$ cat config.mk
export PLATFORM = sky130hd
export DESIGN_NAME = xbus_arb
export DESIGN_NICKNAME = d
export VERILOG_FILES = /design/src/rtl/xbus_arb.sv
export SDC_FILE = /design/constraint.sdc
export NUM_CORES = 1
export LEC_CHECK = 0
export ABC_AREA = 1
export BUFFER_PORTS_ARGS = -buffer_cell sky130_fd_sc_hd__buf_4
export CAP_MARGIN = 10
export CORE_MARGIN = 2
export CORE_UTILIZATION = 50
export CTS_CLUSTER_DIAMETER = 100
export CTS_CLUSTER_SIZE = 12
export DETAILED_ROUTE_END_ITERATION = 6
export PLACE_DENSITY = 0.9
export SLEW_MARGIN = 20
export SYNTH_ARGS = -nofsm -noshare
export SYNTH_HDL_FRONTEND = slang
export SYNTH_SLANG_ARGS = --single-unit
$ cat constraint.sdc
create_clock -name mclk -period 8.9 [get_ports mclk]
set_clock_uncertainty 0.05 [all_clocks]
set_input_delay 0.89 -clock mclk [delete_from_list [all_inputs] [get_ports mclk]]
set_output_delay 0.89 -clock mclk [all_outputs]
set_load 0.005 [all_outputs]
$ cat src/rtl/xbus_arb.sv
// Arbitrates the CPU and disk DMA onto the xbus; round-robin on contention, wait timeout flags NXM.
// Registered outputs: x_req one edge after request sampled in IDLE; requesters held off by level req until ack.
module xbus_arb #(
  parameter logic [7:0] TIMEOUT = 8'd64
) (
  input  logic        mclk,
  input  logic        reset,
  input  logic        cpu_req,
  input  logic        cpu_wr,
  input  logic [21:0] cpu_addr,
  input  logic [31:0] cpu_wdata,
  output logic        cpu_ack,
  output logic        cpu_nxm,
  input  logic        dma_req,
  input  logic        dma_wr,
  input  logic [21:0] dma_addr,
  input  logic [31:0] dma_wdata,
  output logic        dma_ack,
  output logic        dma_nxm,
  output logic [31:0] rdata,
  output logic [1:0]  grant,
  output logic        x_req,
  output logic        x_wr,
  output logic [21:0] x_addr,
  output logic [31:0] x_wdata,
  input  logic        x_ack,
  input  logic [31:0] x_rdata
);

  typedef enum logic [1:0] {IDLE, CPU_CYC, DMA_CYC, DONE} state_t;

  state_t      state, state_nxt;
  logic [7:0]  wait_cnt, wait_cnt_nxt;
  logic        last_dma, last_dma_nxt;
  logic        x_req_nxt, x_wr_nxt;
  logic [21:0] x_addr_nxt;
  logic [31:0] x_wdata_nxt, rdata_nxt;
  logic [1:0]  grant_nxt;
  logic        cpu_ack_nxt, cpu_nxm_nxt, dma_ack_nxt, dma_nxm_nxt;
  logic        owner_dma;
  logic        timed_out;

  assign owner_dma = (state == DMA_CYC);
  // Fires on the edge that would leave x_req high for more than TIMEOUT cycles.
  assign timed_out = ((wait_cnt + 8'd1) == TIMEOUT);

  always_ff @(posedge mclk or posedge reset) begin
    if (reset) begin
      state    <= IDLE;
      wait_cnt <= 8'd0;
      last_dma <= 1'b1;
      x_req    <= 1'b0;
      x_wr     <= 1'b0;
      x_addr   <= 22'd0;
      x_wdata  <= 32'd0;
      rdata    <= 32'd0;
      grant    <= 2'b00;
      cpu_ack  <= 1'b0;
      cpu_nxm  <= 1'b0;
      dma_ack  <= 1'b0;
      dma_nxm  <= 1'b0;
    end else begin
      state    <= state_nxt;
      wait_cnt <= wait_cnt_nxt;
      last_dma <= last_dma_nxt;
      x_req    <= x_req_nxt;
      x_wr     <= x_wr_nxt;
      x_addr   <= x_addr_nxt;
      x_wdata  <= x_wdata_nxt;
      rdata    <= rdata_nxt;
      grant    <= grant_nxt;
      cpu_ack  <= cpu_ack_nxt;
      cpu_nxm  <= cpu_nxm_nxt;
      dma_ack  <= dma_ack_nxt;
      dma_nxm  <= dma_nxm_nxt;
    end
  end

  always_comb begin
    state_nxt    = state;
    wait_cnt_nxt = wait_cnt;
    last_dma_nxt = last_dma;
    x_req_nxt    = x_req;
    x_wr_nxt     = x_wr;
    x_addr_nxt   = x_addr;
    x_wdata_nxt  = x_wdata;
    rdata_nxt    = rdata;
    grant_nxt    = grant;
    cpu_ack_nxt  = 1'b0;
    cpu_nxm_nxt  = 1'b0;
    dma_ack_nxt  = 1'b0;
    dma_nxm_nxt  = 1'b0;

    case (state)
      IDLE: begin
        // On contention the side that was not served last wins.
        if (cpu_req && (!dma_req || last_dma)) begin
          state_nxt    = CPU_CYC;
          wait_cnt_nxt = 8'd0;
          last_dma_nxt = 1'b0;
          x_req_nxt    = 1'b1;
          x_wr_nxt     = cpu_wr;
          x_addr_nxt   = cpu_addr;
          x_wdata_nxt  = cpu_wdata;
          grant_nxt    = 2'b01;
        end else if (dma_req) begin
          state_nxt    = DMA_CYC;
          wait_cnt_nxt = 8'd0;
          last_dma_nxt = 1'b1;
          x_req_nxt    = 1'b1;
          x_wr_nxt     = dma_wr;
          x_addr_nxt   = dma_addr;
          x_wdata_nxt  = dma_wdata;
          grant_nxt    = 2'b10;
        end
      end

      CPU_CYC, DMA_CYC: begin
        if (x_ack) begin
          state_nxt   = DONE;
          x_req_nxt   = 1'b0;
          grant_nxt   = 2'b00;
          cpu_ack_nxt = !owner_dma;
          dma_ack_nxt = owner_dma;
          if (!x_wr) begin
            rdata_nxt = x_rdata;
          end
        end else if (timed_out) begin
          state_nxt   = DONE;
          x_req_nxt   = 1'b0;
          grant_nxt   = 2'b00;
          cpu_ack_nxt = !owner_dma;
          cpu_nxm_nxt = !owner_dma;
          dma_ack_nxt = owner_dma;
          dma_nxm_nxt = owner_dma;
          rdata_nxt   = 32'd0;
        end else begin
          wait_cnt_nxt = wait_cnt + 8'd1;
        end
      end

      DONE: begin
        state_nxt = IDLE;
      end

      default: begin
        state_nxt = IDLE;
      end
    endcase
  end

endmodule

==> results of run 1 <==
## Yosys cell counts, types with 3 or more instances
cell type | number | share of area [%]
nand4_1 | 41 | 5.3
nand2_1 | 158 | 12
nand2_2 | 11 | 1.4
ha_1 | 4 | 1.0
inv_1 | 23 | 1.8
nor2_1 | 65 | 5.0
o21ai_1 | 12 | 1.2
a21oi_1 | 6 | 0.62
buf_2 | 4 | 0.41
dfrtp_1 | 104 | 54
clkbuf_1 | 32 | 2.5
o21ai_0 | 99 | 10
nand3_1 | 10 | 1.0
buf_6 | 3 | 0.70
nand3_2 | 3 | 0.62
## metrics by stage
stage / worst slack (ps) / area (um^2) / total power, mW / util, %
6_report: 6540 / 6940 / 2.19 / 74.4
5_1_grt: 6340 / 6940 / 2.36 / 74.4
4_1_cts: 6090 / 6910 / 2.19 / 74.1
3_5_place_dp: 5810 / 6700 / 1.87 / 71.8
3_3_place_gp: 5910 / 6700 / 1.82 / 71.8
2_1_floorplan: 5200 / 4850 / 1.35 / -
## logic make-up after synthesis
kind of cell,after synthesis
AND/OR/NAND/NOR,294
AO/OA/AOI/OAI,120
flip-flops,105
buffers and inverters,63
adder cells (fa/ha/maj),4
## sequential cells by signal, summed over array words and instances (netlist names), 2 cells and up
register / flops
x_addr: 22
state: 2
x_wdata: 32
grant: 2
wait_cnt: 8
rdata: 32
## power by group
part	switching (mW)	internal, mW	leakage, nW	total (mW)
sequential	0.131	0.692	1.31	0.823
combinational	0.581	0.466	2.19	1.05
clock	0.153	0.166	0.108	0.319
total	0.865	1.32	3.61	2.19
## area by class of cell
type / count / area, um^2
multi-input combinational: 418 / 1980
sequential: 105 / 2630
fill: 684 / 2390
clock inverter: 3 / 65.1
tap: 129 / 161
timing repair buffer: 246 / 1870
inverter: 23 / 88.8
clock buffer: 13 / 149
## per-layer routing
layer | routed length (um) | share of wire, % | up-vias | GRT usage [%]
li1 | - | - | 2375 | -
met1 | 5510 | 38 | 2392 | 33.4
met2 | 7620 | 52 | 234 | 48.8
met3 | 1080 | 7.4 | 34 | 5.40
met4 | 416 | 2.8 | 0 | 10.6
met5 | 0 | 0 | - | 0
## path summary, 6_finish.rpt
path,startpoint,endpoint,slack [ps]
worst max-delay path,state[1]$_DFFE_PP0P_,wait_cnt[6]$_DFFE_PP0P_,6540
min in group asynchronous,reset,rdata[22]$_DFFE_PP0P_,570
worst min register to register,rdata[16]$_DFFE_PP0P_,rdata[16]$_DFFE_PP0P_,430
worst max register to register,state[1]$_DFFE_PP0P_,wait_cnt[6]$_DFFE_PP0P_,6540
max in group asynchronous,reset,rdata[8]$_DFFE_PP0P_,7100
worst min-delay path,rdata[16]$_DFFE_PP0P_,rdata[16]$_DFFE_PP0P_,430
## worst max-delay path, cell delays in order (launching register included)
cell,delay (ps)
dfrtp_1,380
inv_1,60
ha_1,280
buf_4,380
inv_1,320
o21ai_0,250
buf_4,210
nand3_2,170
nand2_1,110
nand2_1,50
==> impl_metrics.ini, run 1 <==
[layout]
drive_gt1_share_pct = 34.9
final_cell_mix = buf_4, nand2_1, dfrtp_1, o21ai_0, nor2_1
fin_cells = 937
diodes = 0
area_growth_pct = 43.1
layout.nets = 954
layout_commonest_cell = buf_4

[routing]
wirelength_um = 14600
dr_total_vias = 5035
ant_nets = 0
viasPerCell = 5.37
dr.pass1.iters = 5
drc = 0
dr.first_iter.drc_count = 188
wire_per_inst_um = 15.6

[status]
status = completed

[timing]
fmax_ghz = 0.424
fin_crit_ps = 2360
worst_slew_pin_slew_ps = 997
hold_viol = 0
setup_viol = 0
max-slew-margin-rel_pct = 33.5
tns_ps = 0
slew_viol_final = 0
period_share_pct = 26.5
holdWs_ps = 429
rsz0062_at_grt = no

[cts]
worstSkewPairLatency_ps = 350
postCtsHoldBufs = 0
cts.sinks = 105
cts_setup_buffers = 0
clk_pin_slew_worst_paths_ps = 100
numCtsBuffers = 9
ctsResizeCount = 0
cts_max_path_buffers = 2
cts_tree = built
h-tree-depth = 3
cts_root_buf = clkbuf_8

[die]
die-area_mm2 = 0.0105
die_w_um = 102
core.rowCount = 35
start_util_pct = 52.0
die_h_um = 102
design.core.area_mm2 = 0.00933
ioPinCount = 241

[grt]
grt_pass1_vias = 4828
grt_overflow = 0
grt_max_degree = 59
grt_pass1_wl_um = 22700
grtUsageTotal_pct = 27.7
antenna_found_initial = 0

[placed_design]
placed_cells = 920
gp_congestion = 0.873
dpl.hpwl_um = 10700
portBuffers = 240

[setup_path]
arrival_ps = 2560
rr_worst_depth = 9
crit_required_ps = 9100
worst_setup_path_end_kind = register
cp_max_fo = 40
worstSetupStartpointType = register
critical_path_class = reg -> reg

[pwr]
leakage_nw = 3.61
vdd_drop_max_mv = 0.156
power.density_mw_per_mm2 = 316

[run]
timing.max_cap.violations = 0

[synthesis]
syn-mean-instance-area_um2 = 8.27
synth_xor_area_share_pct = 0
synthesis.nets = 737
synth_cell_types = 23
synthesis.area_mm2 = 0.00485
synth_seq_cells = 105
synth_edf_count = 0
synth-main-ff-cell = dfrtp_1
synthMuxAreaShare_pct = 0
ys_warn_count = 0
synthSimpleGateAreaFrac_pct = 26.8
seq_area_frac_synth_pct = 54.2
synthAdderAreaFrac_pct = 1.03
synth_compound_area_share_pct = 12.5
synth-async-reset-ratio_pct = 100
netlist_instances = 586
synth_top_family_by_area = simple AND/OR/NAND/NOR gates

[hold_path]
min_path_type = reg -> reg
hold_depth = 2
Note: power is estimated with default switching activity, not from simulation.
==> run 2: changes to the inputs <==
--- a/config.mk
+++ b/config.mk
@@ -5,15 +5,15 @@
 export SDC_FILE = /design/constraint.sdc
 export NUM_CORES = 1
 export LEC_CHECK = 0
-export ABC_AREA = 1
+export ABC_AREA = 0
 export BUFFER_PORTS_ARGS = -buffer_cell sky130_fd_sc_hd__buf_4
 export CAP_MARGIN = 10
 export CORE_MARGIN = 2
-export CORE_UTILIZATION = 50
+export CORE_UTILIZATION = 41
 export CTS_CLUSTER_DIAMETER = 100
 export CTS_CLUSTER_SIZE = 12
 export DETAILED_ROUTE_END_ITERATION = 6
-export PLACE_DENSITY = 0.9
+export PLACE_DENSITY = 0.8
 export SLEW_MARGIN = 20
 export SYNTH_ARGS = -nofsm -noshare
 export SYNTH_HDL_FRONTEND = slang
==> constraint.sdc (replaced) <==
create_clock -name mclk -period 2.1 [get_ports mclk]
set_clock_uncertainty 0.05 [all_clocks]
set_input_delay 0.21 -clock mclk [delete_from_list [all_inputs] [get_ports mclk]]
set_output_delay 0.21 -clock mclk [all_outputs]
set_load 0.005 [all_outputs]
==> run 2 against run 1 <==
Compared with the run above:
- the run now ends with negative hold slack left
- cell count is 12% lower
- design area is 3.3% higher
- first-iteration DRC count is 17% higher
- critical path depth is 2 lower
- highest routed layer unchanged
==> impl_metrics.ini, run 2 <==
[synthesis]
synth_edf_count = 0
ys_warn_count = 0
synth_area_leaders = dfrtp_1, mux2i_1, o21ai_0
syn-mean-instance-area_um2 = 10.9
synth-async-reset-ratio_pct = 100
yosysTopAreaCell = dfrtp_1
netlist.area_leader.share_pct = 55.2
synth_seq_cells = 105
yosysMostFrequentCell = dfrtp_1
netlist_instances = 432
synthesis.nets = 583
synth_common_cells = dfrtp_1, nand2_1, o21ai_0
seq_area_frac_synth_pct = 55.8
synthesis.area_mm2 = 0.00471
synth_cell_types = 50
synth-main-ff-cell = dfrtp_1

[layout]
fill_cells = 923
drive_gt1_share_pct = 43.3
seq_area_mm2 = 0.00263
final_cell_mix = buf_4, dfrtp_1, nand2_1, mux2i_1, o21ai_0
diodes = 0
fin_util_pct = 63.3
layout_commonest_cell = buf_4
area_growth_pct = 52.0
layout.nets = 825
multi_input_area_mm2 = 0.00198
fin_area_mm2 = 0.00717
largestRegisters = rdata x32, x_wdata x32, x_addr x22

[hold_path]
min_path_type = in -> async

[placed_design]
gp_congestion = 0.894
place_area_mm2 = 0.00681
dpl_worst_slack_ps = -20.2
dpl.hpwl_um = 9560
portBuffers = 240

[pwr]
internal-power_mw = 6.21
leakage_nw = 3.77
pwr-share-clk_pct = 18.1
p_sw_share_pct = 34.3
vdd_drop_max_mv = 0.932
pwr-share-comb_pct = 45.2
power_switching_mw = 3.25
power.density_mw_per_mm2 = 1320
p_seq_share_pct = 36.7
power_mw = 9.45

[timing]
worst_slew_pin_slew_ps = 546
setup_viol = 0
fmax_ghz = 0.494
tns_ps = 0
slew_viol_final = 0
holdWs_ps = -24.0
rsz0062_at_grt = no
max-slew-margin-rel_pct = 63.6
fin_crit_ps = 2030
fin_ws_ps = 74.7
period_share_pct = 96.4
hold_viol = 52

[status]
status = complete, but fails checks
violations = negative hold slack

[routing]
wirelength_um = 12800
dr.pass1.iters = 4
ant_nets = 0
dr_total_vias = 4278
wire_per_inst_um = 15.6
drc = 0
viasPerCell = 5.20
dr.first_iter.drc_count = 220

[cts]
h-tree-depth = 3
clk_pin_slew_worst_paths_ps = 70
cts_max_path_buffers = 2
worstSkewPairLatency_ps = 340
numCtsBuffers = 9
cts_root_buf = clkbuf_16
postCtsHoldBufs = 0
cts.sinks = 105
cts_tree = built

[setup_path]
cpPeakStageDelay_ps = 470
crit_buf_inv = 0
rr_startpoint = wait_cnt[1]$_DFFE_PP0P_
crit_chain = ha_4 > nor3b_1 > mux2i_1 > o31a_2 > o21ai_4 > or4_1 > nand3_1
cp_max_fo = 8
r2r_slack_ps = 70
arrival_ps = 2250
cpMaxStageDelayCell = or4_1
worstSetupStartpointType = register
crit_required_ps = 2320
worst_setup_path_end_kind = register
r2r-end = wait_cnt[5]$_DFFE_PP0P_
critical_path_class = reg -> reg
cp_top_family = simple AND/OR/NAND/NOR gates
rr_worst_depth = 7

[grt]
grt_overflow = 0
grt_pass1_vias = 4315
antenna_found_initial = 0
grt_max_degree = 106
grtUsageTotal_pct = 20.8
grt_pass1_wl_um = 20800

[die]
design.core.area_mm2 = 0.0113
die_h_um = 111
die-area_mm2 = 0.0124
ioPinCount = 241
start_util_pct = 41.6
die_w_um = 111
core.rowCount = 39

[run]
timing.max_cap.violations = 0
==> run 2: changes by cell type in the layout (fill, tap and decap cells not counted), moves of 12 or more <==
cell and delta:
inv_1 -12, nand4_1 -39, o21ai_0 -43, nor2_1 -57, mux2i_1 +56, a22o_1 +32
nand2_1 -93
==> run 2: power by group through the flow <==
stage / sequential (mW) / clock (mW) / combinational [mW]
floorplan: 3.50 / 0 / 1.93
global placement: 3.45 / 0 / 4.12
detailed placement: 3.48 / 0 / 4.27
CTS: 3.46 / 1.76 / 4.28
global route: 3.57 / 1.83 / 4.69
finish: 3.47 / 1.71 / 4.27
==> run 2: what timing repair did <==
action,CTS,global route
pin swaps,1,5
setup endpoints to repair,8,31
endpoints found under the hold margin,0,0
resized for setup,3,10
setup buffers,0,1
==> run 2: worst max-delay path by stage <==
stage / from / end / slack (ps) / cells past startpoint
global route: wait_cnt[1]$_DFFE_PP0P_ / wait_cnt[5]$_DFFE_PP0P_ / 10 / 7
finish: wait_cnt[1]$_DFFE_PP0P_ / wait_cnt[5]$_DFFE_PP0P_ / 70 / 7
CTS: wait_cnt[1]$_DFFE_PP0P_ / wait_cnt[3]$_DFFE_PP0P_ / 20 / 7
detailed placement: wait_cnt[1]$_DFFE_PP0P_ / wait_cnt[3]$_DFFE_PP0P_ / -20 / 7
global placement: wait_cnt[1]$_DFFE_PP0P_ / rdata[23]$_DFFE_PP0P_ / 70 / 8
floorplan: wait_cnt[0]$_DFFE_PP0P_ / rdata[0]$_DFFE_PP0P_ / 100 / 8
==> run 2: worst min-delay path: stages <==
cell	delay, ps
buf_4	120
clkinvlp_4	70
buf_12	430
==> run 2: routing by layer <==
| layer | global-route usage, % | routed length (um) | up-vias |
|---|---|---|---|
| li1 | - | - | 2041 |
| met1 | 24.9 | 5090 | 2006 |
| met2 | 35.8 | 6390 | 199 |
| met3 | 5.19 | 992 | 32 |
| met4 | 8.72 | 362 | 0 |
| met5 | 0 | 0 | - |
==> run 2: stage by stage <==
step	instances	hold WS (ps)
2_1_floorplan	432	223
3_3_place_gp	805	366
3_5_place_dp	805	382
4_1_cts	821	1.65
5_1_grt	822	23.9
6_report	822	-24.0
==> run 2: area by class of cell <==
| type | instances | share of cell area (%) |
|---|---|---|
| Tap cell | 143 | 2.50 |
| Clock buffer | 11 | 3.39 |
| Inverter | 9 | 0.524 |
| Sequential cell | 105 | 36.7 |
| Clock inverter | 5 | 0.873 |
| Multi-Input combinational cell | 289 | 27.7 |
| Timing Repair Buffer | 260 | 28.3 |
==> run 2: kinds of logic after synthesis <==
| family | after synthesis | share of synthesized area, % |
|---|---|---|
| fa+ha+maj | 4 | 1.06 |
| buf+inv | 38 | 3.34 |
| compound gates | 124 | 17.6 |
| flops | 105 | 55.8 |
| mux | 56 | 11.9 |
| simple gates | 105 | 10.3 |
